**src/rtl/rename_regfile_pkg.sv**
```systemverilog
// Shared sizing for the rename register file: data width, register count, ROB tag width.
package rename_regfile_pkg;
  localparam int RR_XLEN  = 32;
  localparam int RR_NREG  = 32;
  localparam int RR_TAG_W = 4;
  localparam int RR_RIDX_W = $clog2(RR_NREG);

  typedef logic [RR_RIDX_W-1:0] ridx_t;
  typedef logic [RR_TAG_W-1:0]  rbid_t;
endpackage

```
**src/rtl/rename_regfile_rf_read_port.sv**
```systemverilog
// One operand read port: x0 / commit-bypass / committed value / producer tag priority mux.
module rename_regfile_rf_read_port
  import rename_regfile_pkg::*;
#(
  parameter int XLEN   = RR_XLEN,
  parameter int TAG_W  = RR_TAG_W,
  parameter int RIDX_W = RR_RIDX_W
) (
  input  logic [RIDX_W-1:0] addr,
  input  logic              cm_valid,
  input  logic [RIDX_W-1:0] cm_rd,
  input  logic [TAG_W-1:0]  cm_tag,
  input  logic [XLEN-1:0]   cm_val,
  input  logic              reg_busy,
  input  logic [TAG_W-1:0]  reg_tag,
  input  logic [XLEN-1:0]   reg_val,
  output logic              ready,
  output logic [XLEN-1:0]   val
);
  always_comb begin
    ready = 1'b1;
    val   = '0;
    if (addr == '0) begin
      ready = 1'b1;
      val   = '0;
    end else if (cm_valid && cm_rd == addr && reg_busy && reg_tag == cm_tag) begin
      val = cm_val;
    end else if (!reg_busy) begin
      val = reg_val;
    end else begin
      ready = 1'b0;
      val   = {{(XLEN-TAG_W){1'b0}}, reg_tag};
    end
  end
endmodule

```
**src/rtl/rename_regfile.sv**
```systemverilog
// Architectural register file with per-register ROB rename tags; two combinational
// operand reads, one rename and one commit per cycle.
module rename_regfile
  import rename_regfile_pkg::*;
#(
  parameter int XLEN  = RR_XLEN,
  parameter int NREG  = RR_NREG,
  parameter int TAG_W = RR_TAG_W,
  localparam int RIDX_W = $clog2(NREG)
) (
  input  logic              clk,
  input  logic              rst,
  input  logic              rdy,
  input  logic              flush,
  input  logic              rn_valid,
  input  logic [RIDX_W-1:0] rn_rd,
  input  logic [TAG_W-1:0]  rn_tag,
  input  logic              cm_valid,
  input  logic [RIDX_W-1:0] cm_rd,
  input  logic [TAG_W-1:0]  cm_tag,
  input  logic [XLEN-1:0]   cm_val,
  input  logic [RIDX_W-1:0] rs1_addr,
  output logic              rs1_ready,
  output logic [XLEN-1:0]   rs1_val,
  input  logic [RIDX_W-1:0] rs2_addr,
  output logic              rs2_ready,
  output logic [XLEN-1:0]   rs2_val
);
  logic [NREG-1:0][XLEN-1:0]  val_q, val_d;
  logic [NREG-1:0]            busy_q, busy_d;
  logic [NREG-1:0][TAG_W-1:0] tag_q, tag_d;

  // Commit is older than both flush and rename, so its value write always lands;
  // flush then wipes mappings, otherwise a same-rd rename overrides the commit's busy clear.
  always_comb begin
    val_d  = val_q;
    busy_d = busy_q;
    tag_d  = tag_q;
    if (rdy) begin
      if (cm_valid && cm_rd != '0) begin
        val_d[cm_rd] = cm_val;
        if (tag_q[cm_rd] == cm_tag) busy_d[cm_rd] = 1'b0;
      end
      if (flush) begin
        busy_d = '0;
        tag_d  = '0;
      end else if (rn_valid && rn_rd != '0) begin
        busy_d[rn_rd] = 1'b1;
        tag_d[rn_rd]  = rn_tag;
      end
    end
  end

  always_ff @(posedge clk) begin
    if (!rst) begin
      val_q  <= '0;
      busy_q <= '0;
      tag_q  <= '0;
    end else begin
      val_q  <= val_d;
      busy_q <= busy_d;
      tag_q  <= tag_d;
    end
  end

  rename_regfile_rf_read_port #(.XLEN(XLEN), .TAG_W(TAG_W), .RIDX_W(RIDX_W)) u_rd1 (
    .addr     (rs1_addr),
    .cm_valid (cm_valid),
    .cm_rd    (cm_rd),
    .cm_tag   (cm_tag),
    .cm_val   (cm_val),
    .reg_busy (busy_q[rs1_addr]),
    .reg_tag  (tag_q[rs1_addr]),
    .reg_val  (val_q[rs1_addr]),
    .ready    (rs1_ready),
    .val      (rs1_val)
  );

  rename_regfile_rf_read_port #(.XLEN(XLEN), .TAG_W(TAG_W), .RIDX_W(RIDX_W)) u_rd2 (
    .addr     (rs2_addr),
    .cm_valid (cm_valid),
    .cm_rd    (cm_rd),
    .cm_tag   (cm_tag),
    .cm_val   (cm_val),
    .reg_busy (busy_q[rs2_addr]),
    .reg_tag  (tag_q[rs2_addr]),
    .reg_val  (val_q[rs2_addr]),
    .ready    (rs2_ready),
    .val      (rs2_val)
  );
endmodule

```
**config.mk**
```make
export PLATFORM = sky130hd
export DESIGN_NAME = rename_regfile
export DESIGN_NICKNAME = d
export VERILOG_FILES = /design/src/rtl/rename_regfile_pkg.sv /design/src/rtl/rename_regfile_rf_read_port.sv /design/src/rtl/rename_regfile.sv
export SDC_FILE = /design/constraint.sdc
export NUM_CORES = 2
export LEC_CHECK = 0
export CAP_MARGIN = 10
export CORE_ASPECT_RATIO = 1.4
export CORE_MARGIN = 2
export CORE_UTILIZATION = 38
export DETAILED_ROUTE_END_ITERATION = 7
export PLACE_DENSITY_LB_ADDON = 0.15
export SKIP_LAST_GASP = 1
export SLEW_MARGIN = 20
export SYNTH_ARGS = -nofsm -noshare
export SYNTH_HDL_FRONTEND = slang
export SYNTH_SLANG_ARGS = --single-unit
```
**constraint.sdc**
```tcl
create_clock -name clk -period 3.65 [get_ports clk]
set_clock_uncertainty 0.2 [all_clocks]
set_input_delay 0.5475 -clock clk [delete_from_list [all_inputs] [get_ports clk]]
set_output_delay 0.5475 -clock clk [all_outputs]
set_load 0.02 [all_outputs]
```
==> results.sh <==
export IMPL_grt_max_degree=243
export IMPL_htree_levels=4
export IMPL_syn_inst=6541
export IMPL_grt_usage_pct=31.1
export IMPL_period_minus_slack_ns=4.47
export IMPL_synth_edf_count=0
export IMPL_via_per_inst=5.99
export IMPL_antenna_found_initial=5
export IMPL_max_freq_mhz=224
export IMPL_numPortBuffers=131
export IMPL_wire_per_inst_um=30.1
export IMPL_drc=0
export IMPL_numCtsBuffers=131
export IMPL_endpoint_kind="primary output"
export IMPL_root_buffer="clkbuf_16"
export IMPL_clk_pin_slew_worst_paths_ns=0.07
export IMPL_finalMaxSlewViolations=0
export IMPL_multi_input_area_sq_um=39100
export IMPL_die_area_sq_um=173000
export IMPL_seqCellArea_sq_um=23700
export IMPL_rsz0062_at_grt="true"
export IMPL_syn_avg_cell_area_sq_um=9.87
export IMPL_crit_chain="mux4_2 -> mux4_2 -> mux2i_2 -> xnor2_1 -> nor2_2 -> nand4_4 -> nor2_8 -> buf_12 -> buf_12 -> o2bb2ai_2 -> buf_6 -> buf_6"
export IMPL_totalWireLength_um=275000
export IMPL_async_flop_share_pct=0
export IMPL_setup_viol=66
export IMPL_clock_path_buffers=3
export IMPL_cts_tree="built"
export IMPL_grt_pass1_wl_um=393000
export IMPL_worst_pin_slew_ns=1.09
export IMPL_fin_util_pct=45.8
export IMPL_ant_nets=0
export IMPL_initial_utilization_pct=38.1
export IMPL_synth_seq_area_share_pct=36.7
export IMPL_ys_types=54
export IMPL_fillers=15926
export IMPL_syn_nets=6607
export IMPL_path_class="flip-flop to primary output"
export IMPL_grt_pass1_vias=54476
export IMPL_synth_top_area_cell="dfxtp_1"
export IMPL_final_net_count=6828
export IMPL_rows=179
export IMPL_yosys_area_top_type_share_pct=36.7
export IMPL_vias=54683
export IMPL_critPathMaxStageDelay_ns=0.57
export IMPL_io_pins=132
export IMPL_layout_drive_gt1_share_pct=26.6
export IMPL_die_w_um=352
export IMPL_cts_sinks=1184
export IMPL_clkLatencyLatePin_ns=0.80
export IMPL_overflow=0
export IMPL_dr_pass1_iters=5
export IMPL_yosys_top_cells_count="nand2_1 (2100), dfxtp_1 (1184), a21boi_0 (992)"
export IMPL_dpl_hpwl_um=173000
export IMPL_ys_ff_latch=1184
export IMPL_required_ns=2.90
export IMPL_p_leak_nw=25.8
export IMPL_cp_slowest_cell="mux4_2"
export IMPL_status="complete, but fails checks"
export IMPL_ys_top_cells_by_area="dfxtp_1 (37%), mux4_2 (25%), nand2_1 (12%)"
export IMPL_drt_initial_drc_count=5872
export IMPL_syn_area_sq_um=64600
export IMPL_crit_fanout=6
export IMPL_path_buf_inv=4
export IMPL_yosys_most_used_dff="dfxtp_1"
export IMPL_crit_family="multiplexers"
export IMPL_area_growth_pct=20.2
export IMPL_violations="negative setup slack"
export IMPL_synth_warning_count=0
export IMPL_critPathLaunchType="flip-flop"
export IMPL_irDropWorstVdd_mv=0.511
export IMPL_coreArea_sq_um=169000
export IMPL_slew_headroom_pct=27.2
export IMPL_hold_viol_final=0
export IMPL_max_cap_violations=0
export IMPL_total_power_w=0.0294
export IMPL_hold_class="primary input to flip-flop"
export IMPL_period_share_pct=122
export IMPL_critPathArrivalTime_ns=3.72
export IMPL_dieHeight_um=492
export IMPL_synth_most_common_cell="nand2_1"
export IMPL_fin_ws_ns=-0.817
export IMPL_powerDensity_nw_per_um2=379
export IMPL_gp_congestion=0.976
sequential cells by signal, indices dropped and copies added (netlist names):
register  cells
busy_q       32
tag_q       128
val_q      1024
worst register-to-register path, cell delays in order, from the launching register on:
cell and delay [ns]:
dfxtp_1 0.33, buf_4 0.14, mux2i_1 0.40, a22oi_1 0.12, and3_1 0.28, a31oi_1 0.18
buf_4 0.14, nand3_1 0.14, xor2_1 0.18, or4_1 0.46, buf_12 0.20, o311ai_0 0.42
nand2_1 0.09
layout by cell type, fill, tap and decap left out, types with 11 or more instances in the layout:
cell	n
nand3_1	35
nor2_4	32
o311ai_0	25
clkbuf_8	30
nor2_1	58
o2bb2ai_2	11
mux4_2	727
clkbuf_16	135
clkbuf_1	23
a21oi_1	23
nor2b_1	129
mux2i_1	136
clkinv_2	21
nand2_2	33
buf_4	551
o2bb2ai_4	39
buf_12	109
nand2b_1	11
a22oi_1	161
o21ai_0	24
a21boi_0	992
nand2_1	2067
xor2_1	17
and2_1	49
buf_6	51
clkdlybuf4s50_1	54
mux2i_2	13
dfxtp_1	1174
worst paths after layout:
path,startpoint,endpoint,slack [ns],depth (start not counted)
hold reg to reg,val_q[42],val_q[42],0.27,2
setup / recovery,tag_q[56],rs1_val[7],-0.82,12
setup reg to reg,tag_q[33],busy_q[8],0.27,12
hold / removal,cm_rd[1],busy_q[1],0.22,4
area by class of cell:
type                       instances  share of cell area (%)
antenna                            3                 0.00967
clock buffer                     186                    4.96
clock inverter                    45                   0.658
inverter                           2                 0.00967
multi-input combinational       4666                    50.3
sequential                      1184                    30.6
tap                             2262                    3.65
timing repair buffer             777                    9.82
where the power goes:
| group | internal, W | switching, W | total (W) |
|---|---|---|---|
| Sequential | 0.0130 | 0.0000365 | 0.0130 |
| Combinational | 0.00102 | 0.00160 | 0.00262 |
| Clock | 0.00793 | 0.00585 | 0.0138 |
| Total | 0.0219 | 0.00748 | 0.0294 |
kinds of logic after synthesis:
| family | after synthesis | share of synthesized area (%) |
|---|---|---|
| compound gates | 1307 | 15.4 |
| xor+xnor | 22 | 0.298 |
| buf+inv | 691 | 4.44 |
| flops | 1184 | 36.7 |
| mux | 882 | 27.9 |
| simple gates | 2455 | 15.3 |
through the flow:
step	instance area, sq um	setup slack, ns	hold WS, ns	std cells	setup TNS, ns
after floorplan	65500	-0.0129	0.243	6541	-0.138
after global routing	77600	-0.864	0.252	9124	-47.28
after CTS	77600	-0.786	0.161	9122	-42.03
after global placement	72800	-1.01	0.256	8870	-77.27
after detailed placement	72800	-0.951	0.265	8870	-73.36
final	77600	-0.817	0.218	9125	-42.39
layer usage:
metal / vias up / wire, um / track usage (%)
li1: 23660 / - / -
met1: 27583 / 104000 / 37.5
met2: 2639 / 130000 / 51.3
met3: 801 / 22000 / 6.31
met5: - / 0 / 0
met4: 0 / 18900 / 18.8
what timing repair did:
action                                 4_1_cts  5_1_grt
hold buffers                                 1        0
setup endpoints to repair                   66       81
setup buffers                               30        2
pin swaps                                    7        5
gates resized for setup                    391        4
endpoints found under the hold margin        1        0
cloned                                       2        0
No activity file was read; power rests on OpenSTA's default activity.
